File: src/rtl/sync_frame_tx.sv
// sync_frame_tx: serial frame transmitter feeding a non-overlapping "1010"
// detector. Each frame is the sync word 1010 followed by the payload MSB-first.
// The payload region is bit-stuffed so 1010 never appears outside the sync word.
// Optional feature macro: SYNC_FRAME_PARITY_EN (appends an even-parity bit).
//
// Every output is registered. Each rising edge decides the bit that tx_out
// carries during the following cycle. A frame therefore starts on the line
// in the cycle right after the accept edge.
module sync_frame_tx #(
  parameter int DATA_W = 8
) (
  input  logic              clk,
  input  logic              reset,
  input  logic [DATA_W-1:0] data_in,
  input  logic              data_valid,
  output logic              data_ready,
  output logic              tx_out,
  output logic              busy,
  output logic              stuff_out
);

`ifdef SYNC_FRAME_PARITY_EN
  localparam int NBITS = DATA_W + 1;  // payload bits plus one parity bit
`else
  localparam int NBITS = DATA_W;
`endif
  localparam int CNT_W = $clog2(NBITS + 1);

  typedef enum logic [1:0] {IDLE, SYNC, DATA, TAIL} state_t;

  state_t            state_q, state_d;
  logic [1:0]        gap_q, gap_d;        // idle 0 cycles emitted, saturates at 2
  logic [1:0]        sync_cnt_q, sync_cnt_d;
  logic [CNT_W-1:0]  bit_cnt_q, bit_cnt_d;
  logic [2:0]        hist_q, hist_d;      // last three emitted payload-region bits
  logic [DATA_W-1:0] shreg_q, shreg_d;
  logic              tx_q, tx_d;
  logic              busy_q, busy_d;
  logic              stuff_q, stuff_d;
  logic              ready_q, ready_d;
  logic              accept;
  logic              next_bit;
`ifdef SYNC_FRAME_PARITY_EN
  logic              parity_q, parity_d;
`endif

  assign accept = data_valid & ready_q;

  // Next payload-region bit when no stuff is due: payload MSB, or parity last.
  always_comb begin
    next_bit = shreg_q[DATA_W-1];
`ifdef SYNC_FRAME_PARITY_EN
    if (bit_cnt_q == CNT_W'(DATA_W)) begin
      next_bit = parity_q;
    end
`endif
  end

  // Next-state and next-output logic for the frame sequencer.
  always_comb begin
    state_d    = state_q;
    gap_d      = gap_q;
    sync_cnt_d = sync_cnt_q;
    bit_cnt_d  = bit_cnt_q;
    hist_d     = hist_q;
    shreg_d    = shreg_q;
    tx_d       = 1'b0;
    busy_d     = 1'b0;
    stuff_d    = 1'b0;
    ready_d    = 1'b0;
`ifdef SYNC_FRAME_PARITY_EN
    parity_d   = parity_q;
`endif
    case (state_q)
      IDLE: begin
        if (accept) begin
          // Latch the payload and put the first sync bit on the line now.
          shreg_d    = data_in;
`ifdef SYNC_FRAME_PARITY_EN
          parity_d   = ^data_in;
`endif
          bit_cnt_d  = '0;
          hist_d     = 3'b000;
          sync_cnt_d = 2'd1;
          gap_d      = 2'd0;
          tx_d       = 1'b1;
          busy_d     = 1'b1;
          state_d    = SYNC;
        end else begin
          gap_d   = (gap_q == 2'd2) ? 2'd2 : gap_q + 2'd1;
          ready_d = (gap_d == 2'd2);
        end
      end
      SYNC: begin
        // Sync indices 1..3 carry 0, 1, 0.
        busy_d     = 1'b1;
        tx_d       = ~sync_cnt_q[0];
        sync_cnt_d = sync_cnt_q + 2'd1;
        if (sync_cnt_q == 2'd3) begin
          hist_d    = 3'b000;
          bit_cnt_d = '0;
          state_d   = DATA;
        end
      end
      DATA: begin
        busy_d = 1'b1;
        if (hist_q == 3'b101) begin
          // A 0 here would complete 1010; insert a 1 instead. Leaves hist=011.
          tx_d    = 1'b1;
          stuff_d = 1'b1;
          hist_d  = {hist_q[1:0], 1'b1};
        end else begin
          tx_d      = next_bit;
          hist_d    = {hist_q[1:0], next_bit};
          shreg_d   = {shreg_q[DATA_W-2:0], 1'b0};
          bit_cnt_d = bit_cnt_q + CNT_W'(1);
          if (bit_cnt_q == CNT_W'(NBITS - 1)) begin
            state_d = TAIL;
          end
        end
      end
      TAIL: begin
        state_d = IDLE;
        if (hist_q == 3'b101) begin
          // A trailing 101 followed by idle 0 would look like sync.
          tx_d    = 1'b1;
          stuff_d = 1'b1;
          busy_d  = 1'b1;
          gap_d   = 2'd0;
        end else begin
          // This edge already emits the first idle 0.
          gap_d = 2'd1;
        end
      end
      default: begin
        state_d = IDLE;
        gap_d   = 2'd0;
      end
    endcase
  end

  // State and registered outputs; synchronous reset discards any frame.
  always_ff @(posedge clk) begin
    if (reset) begin
      state_q    <= IDLE;
      gap_q      <= 2'd0;
      sync_cnt_q <= 2'd0;
      bit_cnt_q  <= '0;
      hist_q     <= 3'b000;
      shreg_q    <= '0;
      tx_q       <= 1'b0;
      busy_q     <= 1'b0;
      stuff_q    <= 1'b0;
      ready_q    <= 1'b0;
`ifdef SYNC_FRAME_PARITY_EN
      parity_q   <= 1'b0;
`endif
    end else begin
      state_q    <= state_d;
      gap_q      <= gap_d;
      sync_cnt_q <= sync_cnt_d;
      bit_cnt_q  <= bit_cnt_d;
      hist_q     <= hist_d;
      shreg_q    <= shreg_d;
      tx_q       <= tx_d;
      busy_q     <= busy_d;
      stuff_q    <= stuff_d;
      ready_q    <= ready_d;
`ifdef SYNC_FRAME_PARITY_EN
      parity_q   <= parity_d;
`endif
    end
  end

  assign data_ready = ready_q;
  assign tx_out     = tx_q;
  assign busy       = busy_q;
  assign stuff_out  = stuff_q;

endmodule

File: config.mk
export PLATFORM = sky130hd
export DESIGN_NAME = sync_frame_tx
export DESIGN_NICKNAME = d
export VERILOG_FILES = /design/src/rtl/sync_frame_tx.sv
export SDC_FILE = /design/constraint.sdc
export NUM_CORES = 1
export LEC_CHECK = 0
export CAP_MARGIN = 15
export CORE_MARGIN = 3
export CORE_UTILIZATION = 50
export DETAILED_ROUTE_END_ITERATION = 8
export HOLD_SLACK_MARGIN = 0.15
export PLACE_DENSITY = 0.72
export SLEW_MARGIN = 5
export SYNTH_ARGS = -nofsm -noshare
export SYNTH_HDL_FRONTEND = slang
export SYNTH_SLANG_ARGS = --single-unit
export TNS_END_PERCENT = 10
File: constraint.sdc
create_clock -name clk -period 3.7 [get_ports clk]
set_clock_uncertainty 0.05 [all_clocks]
set_input_delay 0.74 -clock clk [delete_from_list [all_inputs] [get_ports clk]]
set_output_delay 0.74 -clock clk [all_outputs]
set_load 0.05 [all_outputs]
# ---- Word level (Yosys, flattened, before mapping)
# Index checks and enable logic that the tools add are counted.
dict set report classes {
  n_shift 0
  div 0
  n_reduce_logical 14
  order_cmp 0
  bitwise 4
  add_sub_neg 3
  muxes 26
  multipliers 0
  n_eq_ne 12
}
# cell n
set op_table {}
lappend op_table {{$mux 8} 2}
lappend op_table {{$pmux 8 s2} 1}
lappend op_table {{$mux 2} 6}
lappend op_table {{$mux 4} 3}
lappend op_table {{$pmux 4 s3} 1}
lappend op_table {{$eq 2x2->1 const B} 5}
lappend op_table {{$pmux 3 s3} 1}
lappend op_table {{$ne 2x2->1 const B} 4}
lappend op_table {{$pmux 2 s2} 2}
lappend op_table {{$pmux 2 s4} 1}
lappend op_table {{$reduce_and 4->1} 2}
lappend op_table {{$mux 3} 2}
lappend op_table {{$reduce_and 3->1} 2}
lappend op_table {{$reduce_bool 2->1} 3}
lappend op_table {{$reduce_or 2->1} 3}
lappend op_table {{$mux 1} 5}
lappend op_table {{$add 2x1->2 const B} 2}
lappend op_table {{$add 4x1->4 const B} 1}
lappend op_table {{$eq 4x3->1 const B} 1}
lappend op_table {{$pmux 1 s4} 1}
lappend op_table {{$eq 3x3->1 const B} 1}
lappend op_table {{$not 1->1} 3}
lappend op_table {{$pmux 1 s3} 1}
lappend op_table {{$reduce_bool 3->1} 1}
lappend op_table {{other kinds (5)} 5}
dict set report totals {
  mem_count 0
  latchBits 0
  ram_bits 0
  ff_bits 25
  elab_cells 69
  output_inout_bits 4
  mem_bits_ro 0
  in_bits 11
}

# ---- Longest topological paths before layout
dict set report depth {
  word_depth 4
  depth_mapped 7
  ltp_nobuf 6
}

# ---- Least setup slack after synthesis
# No wires, ideal clock.
dict set report synth_timing {
  path_type {flip-flop to flip-flop}
  startpoint {register ready_q (netlist: data_ready)}
  endpoint {register bit_cnt_q[1]}
  t_arrival_ns 1.509
  path_slack_ns 2.018
  n_path_buf 0
  period_less_slack_ns 1.682
  setup_ns 0.123
  t_required_ns 3.527
  stages_incl_launch_ff 5
  cell_sequence {dfxtp_1 > a21boi_1 > or3_1 > a21oi_1 > o32ai_1}
}
dict set report synth_between {
  elab_chain_len 3
}
# element line_no
set synth_rtl {}
lappend synth_rtl {{from (decl)} 40} ;# logic ready_q, ready_d;
lappend synth_rtl {{from (signal assigned)} 168} ;# ready_q <= ready_d;
lappend synth_rtl {{$and 1x1->1} 47} ;# assign accept = data_valid & ready_q;
lappend synth_rtl {{$ne 2x2->1 (no line)} --}
lappend synth_rtl {{$reduce_and 4->1 (no line)} --}
lappend synth_rtl {{to (signal assigned)} 162} ;# bit_cnt_q <= bit_cnt_d;
lappend synth_rtl {{to (decl)} 34} ;# logic [CNT_W-1:0] bit_cnt_q, bit_cnt_d;
# No other way between the ends.
# A chain may end at the register's enable or synchronous reset.

# ---- Final worst setup path
dict set report layout_timing {
  startpoint {register ready_q (netlist: data_ready)}
  endpoint {output data_ready}
}
# element line_no
set layout_rtl {}
lappend layout_rtl {{to (decl)} 16} ;# output logic data_ready,
# No word-level cell between the ends.

==> impl_results.rst <==
.. list-table::
   :header-rows: 1

   * - Metric
     - Value
   * - Num CTS Buffers
     - 3
   * - TritonCTS clock tree
     - done
   * - Critical path cell sequence
     - clkdlybuf4s50_1
   * - Final slew viol count
     - 0
   * - Max Cap Violations
     - 0
   * - Die W
     - roughly 57 um
   * - Worst setup startpoint
     - data_ready
   * - Required @ worst endpoint
     - just under 3 ns
   * - Setup slack of the critical path after layout
     - about 1.3 ns
   * - Number of warnings reported in the yosys synthesis log
     - 0
   * - Die height
     - approximately 57 um
   * - FF+latch count, synth
     - 25
   * - Routed met3 length
     - roughly 99 um
   * - IO buf count
     - 14
   * - Total global routing track utilization
     - 0.156
   * - Crit-path slowest cell
     - sky130_fd_sc_hd__clkdlybuf4s50_1
   * - Worst hold margin
     - ~0.42 ns
   * - Number of I/O pins
     - 15
   * - Fraction of layout instances using a drive strength above 1
     - 0.0850
   * - HP Class
     - flip-flop to flip-flop
   * - Combined area of the multi-input logic cells
     - a little under 700 sq um
   * - Delay-heaviest family, CP
     - buffers and inverters
   * - Initial standard-cell utilization of the core
     - 0.554
   * - Number of cells produced by synthesis
     - between 100 and 150
   * - Post-synthesis cell type with the largest combined area
     - sky130_fd_sc_hd__dfxtp_1
   * - Remaining global-route overflow
     - 0
   * - Core area
     - about 2300 sq um
   * - Maximum number of pins on one net before global-route repair
     - 23
   * - Post-synthesis average cell area
     - 9.26 sq um
   * - Endpoint arrival time on the critical path
     - approximately 1.6 ns
   * - Leak pwr
     - 0.519 nW
   * - Syn Std Cell Area
     - 1300 sq um
   * - Final-report setup violation count
     - 0
   * - Buffer and inverter count on the worst path
     - 1
   * - Non-Filler Cell Area, Final
     - 1440 sq um
   * - Detailed Route WL
     - between 2000 and 2500 um
   * - Clk pin slew, worst setup/hold paths
     - 0.14 ns
   * - Iteration count of the initial detailed-routing pass
     - 4
   * - Share of the yosys chip area belonging to registers
     - 0.386
   * - H-Tree Depth
     - 1
   * - Peak supply drop
     - 0.377 mV
   * - Worst setup path class
     - flip-flop to primary output
   * - Biggest area contributors in the synthesized netlist
     - sky130_fd_sc_hd__dfxtp_1, sky130_fd_sc_hd__ha_1, sky130_fd_sc_hd__mux2i_1
   * - Length of routed met2 wiring
     - 1150 um
   * - # fillers
     - 236
   * - Hold path start
     - gap_q[1]
   * - Worst setup slack before clock tree synthesis
     - ~1.4 ns
   * - Endpoint class of the critical path
     - primary output
   * - Maximum clock rate
     - 420 MHz
   * - Final Total Pwr
     - slightly below 0.9 mW
   * - First-pass GRT wire length
     - around 4100 um
   * - Area fraction of the dominant cell type after synthesis
     - 0.386
   * - Hold buffers post-CTS
     - 0
   * - Buffers inserted by post-CTS timing repair
     - 0
   * - Period minus WS final
     - ~2.4 ns
   * - Number of buffers on the longest clock path
     - 2
   * - Routed wirelength normalized by instance count
     - approximately 13 um
   * - Critical path fanouts, max
     - 5
   * - Clock root buffer
     - sky130_fd_sc_hd__clkbuf_4
   * - Post-detail-place hpwl
     - 1810 um
   * - Startpoint of the lowest-slack register-to-register path
     - state_q[0]
   * - Vias in the first global route
     - around 1000
   * - Source-to-sink clock delay at the later pin of the worst-skew pair
     - 0.32 ns
   * - P per Cell Area
     - 619 nW/um^2
   * - Met1 Routed Length
     - between 1000 and 1500 um
   * - Worst rel slew slack
     - 0.378
   * - Area used by sequential logic in the layout
     - 500 sq um
   * - Number of antenna violations at the first check in global routing
     - 0
   * - Number of nets with antenna violations after routing
     - 0
   * - Maximum single-stage delay on the critical path
     - 0.84 ns
   * - DR top layer
     - met4
   * - Setup repair after global routing missed its margin
     - no
   * - Post-synthesis cell type count
     - 35
   * - Number of nets at the end of the flow
     - 173
   * - Total Negative Setup Slacks
     - 0 ns
   * - Result of the run
     - complete, no violations
   * - Number of DRC violations after detailed routing
     - 0
   * - Nets in the synthesized netlist
     - 159
   * - Violation count after the first detailed-route iteration
     - 17
   * - Startpoint kind of the worst setup timing path
     - flip-flop
   * - Final critical-path share of the clock period
     - 0.643
   * - CTS-repair resized insts
     - 0
   * - Via-per-instance ratio
     - 5.72
   * - Die Area
     - ~3200 sq um
   * - Count of vias placed by the detailed router
     - 1036
   * - Cell Rows
     - 17
   * - Final weighted congestion in routability-driven placement
     - between 0.8 and 0.9
   * - Post-synthesis to final-layout area growth
     - 10.9%
   * - Number of antenna repair diodes
     - 0
   * - Cell area after placement
     - 1410 sq um
   * - Final hold vios
     - 0
   * - Sink Count
     - 25
   * - Transition time at the pin with the least slew margin
     - 0.932 ns
## kinds of logic (layout without fill, tap and decap cells)
| kind of cell | Yosys count | after routing | share of synthesized area |
|---|---|---|---|
| buffers and inverters | 15 | 28 | 0.0792 |
| muxes | 9 | 9 | 0.0695 |
| adders and majority gates | 8 | 8 | 0.0772 |
| AOI/OAI and AO/OA | 37 | 37 | 0.210 |
| DFF | 25 | 25 | 0.386 |
| and+or+nand+nor | 46 | 46 | 0.178 |
## area by class of cell
| type | count | area share |
|---|---|---|
| Sequential cell | 25 | 0.348 |
| Inverter | 9 | 0.0235 |
| Clock inverter | 1 | 0.00348 |
| Multi-Input combinational cell | 100 | 0.482 |
| Clock buffer | 3 | 0.0157 |
| Timing Repair Buffer | 15 | 0.103 |
| Tap cell | 28 | 0.0244 |
## path summary, 6_finish.rpt
path                                   end  cells past startpoint  slack (ns)
worst max register to register  shreg_q[0]                      6        1.40
worst min register to register    gap_q[1]                      2        0.42
worst min-delay path              gap_q[1]                      2        0.42
worst max-delay path            data_ready                      1        1.32
## flip-flops by register name (all words and copies together), names as in the netlist
signal	count
bit_cnt_q	4
busy	1
data_ready	1
gap_q	2
hist_q	3
shreg_q	8
state_q	2
stuff_out	1
sync_cnt_q	2
tx_out	1
## through the flow
| step | std cells | utilization |
|---|---|---|
| finish | 181 | 0.614 |
| global route | 181 | 0.614 |
| CTS | 181 | 0.614 |
| floorplan | 140 | - |
| detailed placement | 177 | 0.603 |
| global placement | 177 | 0.603 |
## power breakdown
group / switching [mW] / leakage, nW / internal, mW
clock: 0.0842 / 0.0177 / 0.0405
combinational: 0.238 / 0.298 / 0.165
sequential: 0.0342 / 0.203 / 0.328
total: 0.357 / 0.519 / 0.533
## routing by layer
layer  GRT usage  up-vias
met3      0.0253        6
li1            -      524
met2       0.261       24
met5           0        -
met4      0.0861        0
met1       0.189      482
## Yosys cell counts, drive strengths merged
cell type	number
dfxtp	25
a21oi	12
nand2	12
nor2	11
a211oi	9
inv	9
mux2i	9
ha	8
nand3	6
o21ai	5
buf	4
nor3	4
a21boi	3
nor2b	3
or3	3
clkbuf	2
a211o	1
a21bo	1
a22oi	1
a32oi	1
and3b	1
nand2b	1
nand3b	1
nand4	1
nand4b	1
nor3b	1
o211a	1
o21a	1
o22ai	1
o32ai	1
or2	1
## worst min-delay path, stage by stage, from the launching register on
cell and delay (ns):
sky130_fd_sc_hd__dfxtp_1 0.34, sky130_fd_sc_hd__nand2_1 0.06, sky130_fd_sc_hd__a21oi_1 0.05
## layout by cell type, fill, tap and decap left out, types with 2 or more instances in the layout
cell,n
sky130_fd_sc_hd__nand2_1,12
sky130_fd_sc_hd__a211oi_1,6
sky130_fd_sc_hd__inv_1,9
sky130_fd_sc_hd__mux2i_1,9
sky130_fd_sc_hd__ha_1,8
sky130_fd_sc_hd__nand3_1,6
sky130_fd_sc_hd__a21oi_1,12
sky130_fd_sc_hd__dfxtp_1,25
sky130_fd_sc_hd__clkbuf_4,3
sky130_fd_sc_hd__nor2b_1,3
sky130_fd_sc_hd__nor3_1,3
sky130_fd_sc_hd__nor2_1,11
sky130_fd_sc_hd__clkdlybuf4s50_1,14
sky130_fd_sc_hd__o21ai_0,5
sky130_fd_sc_hd__a211oi_2,3
sky130_fd_sc_hd__a21boi_0,2
sky130_fd_sc_hd__or3_1,3
No activity file was read; power rests on OpenSTA's default activity.
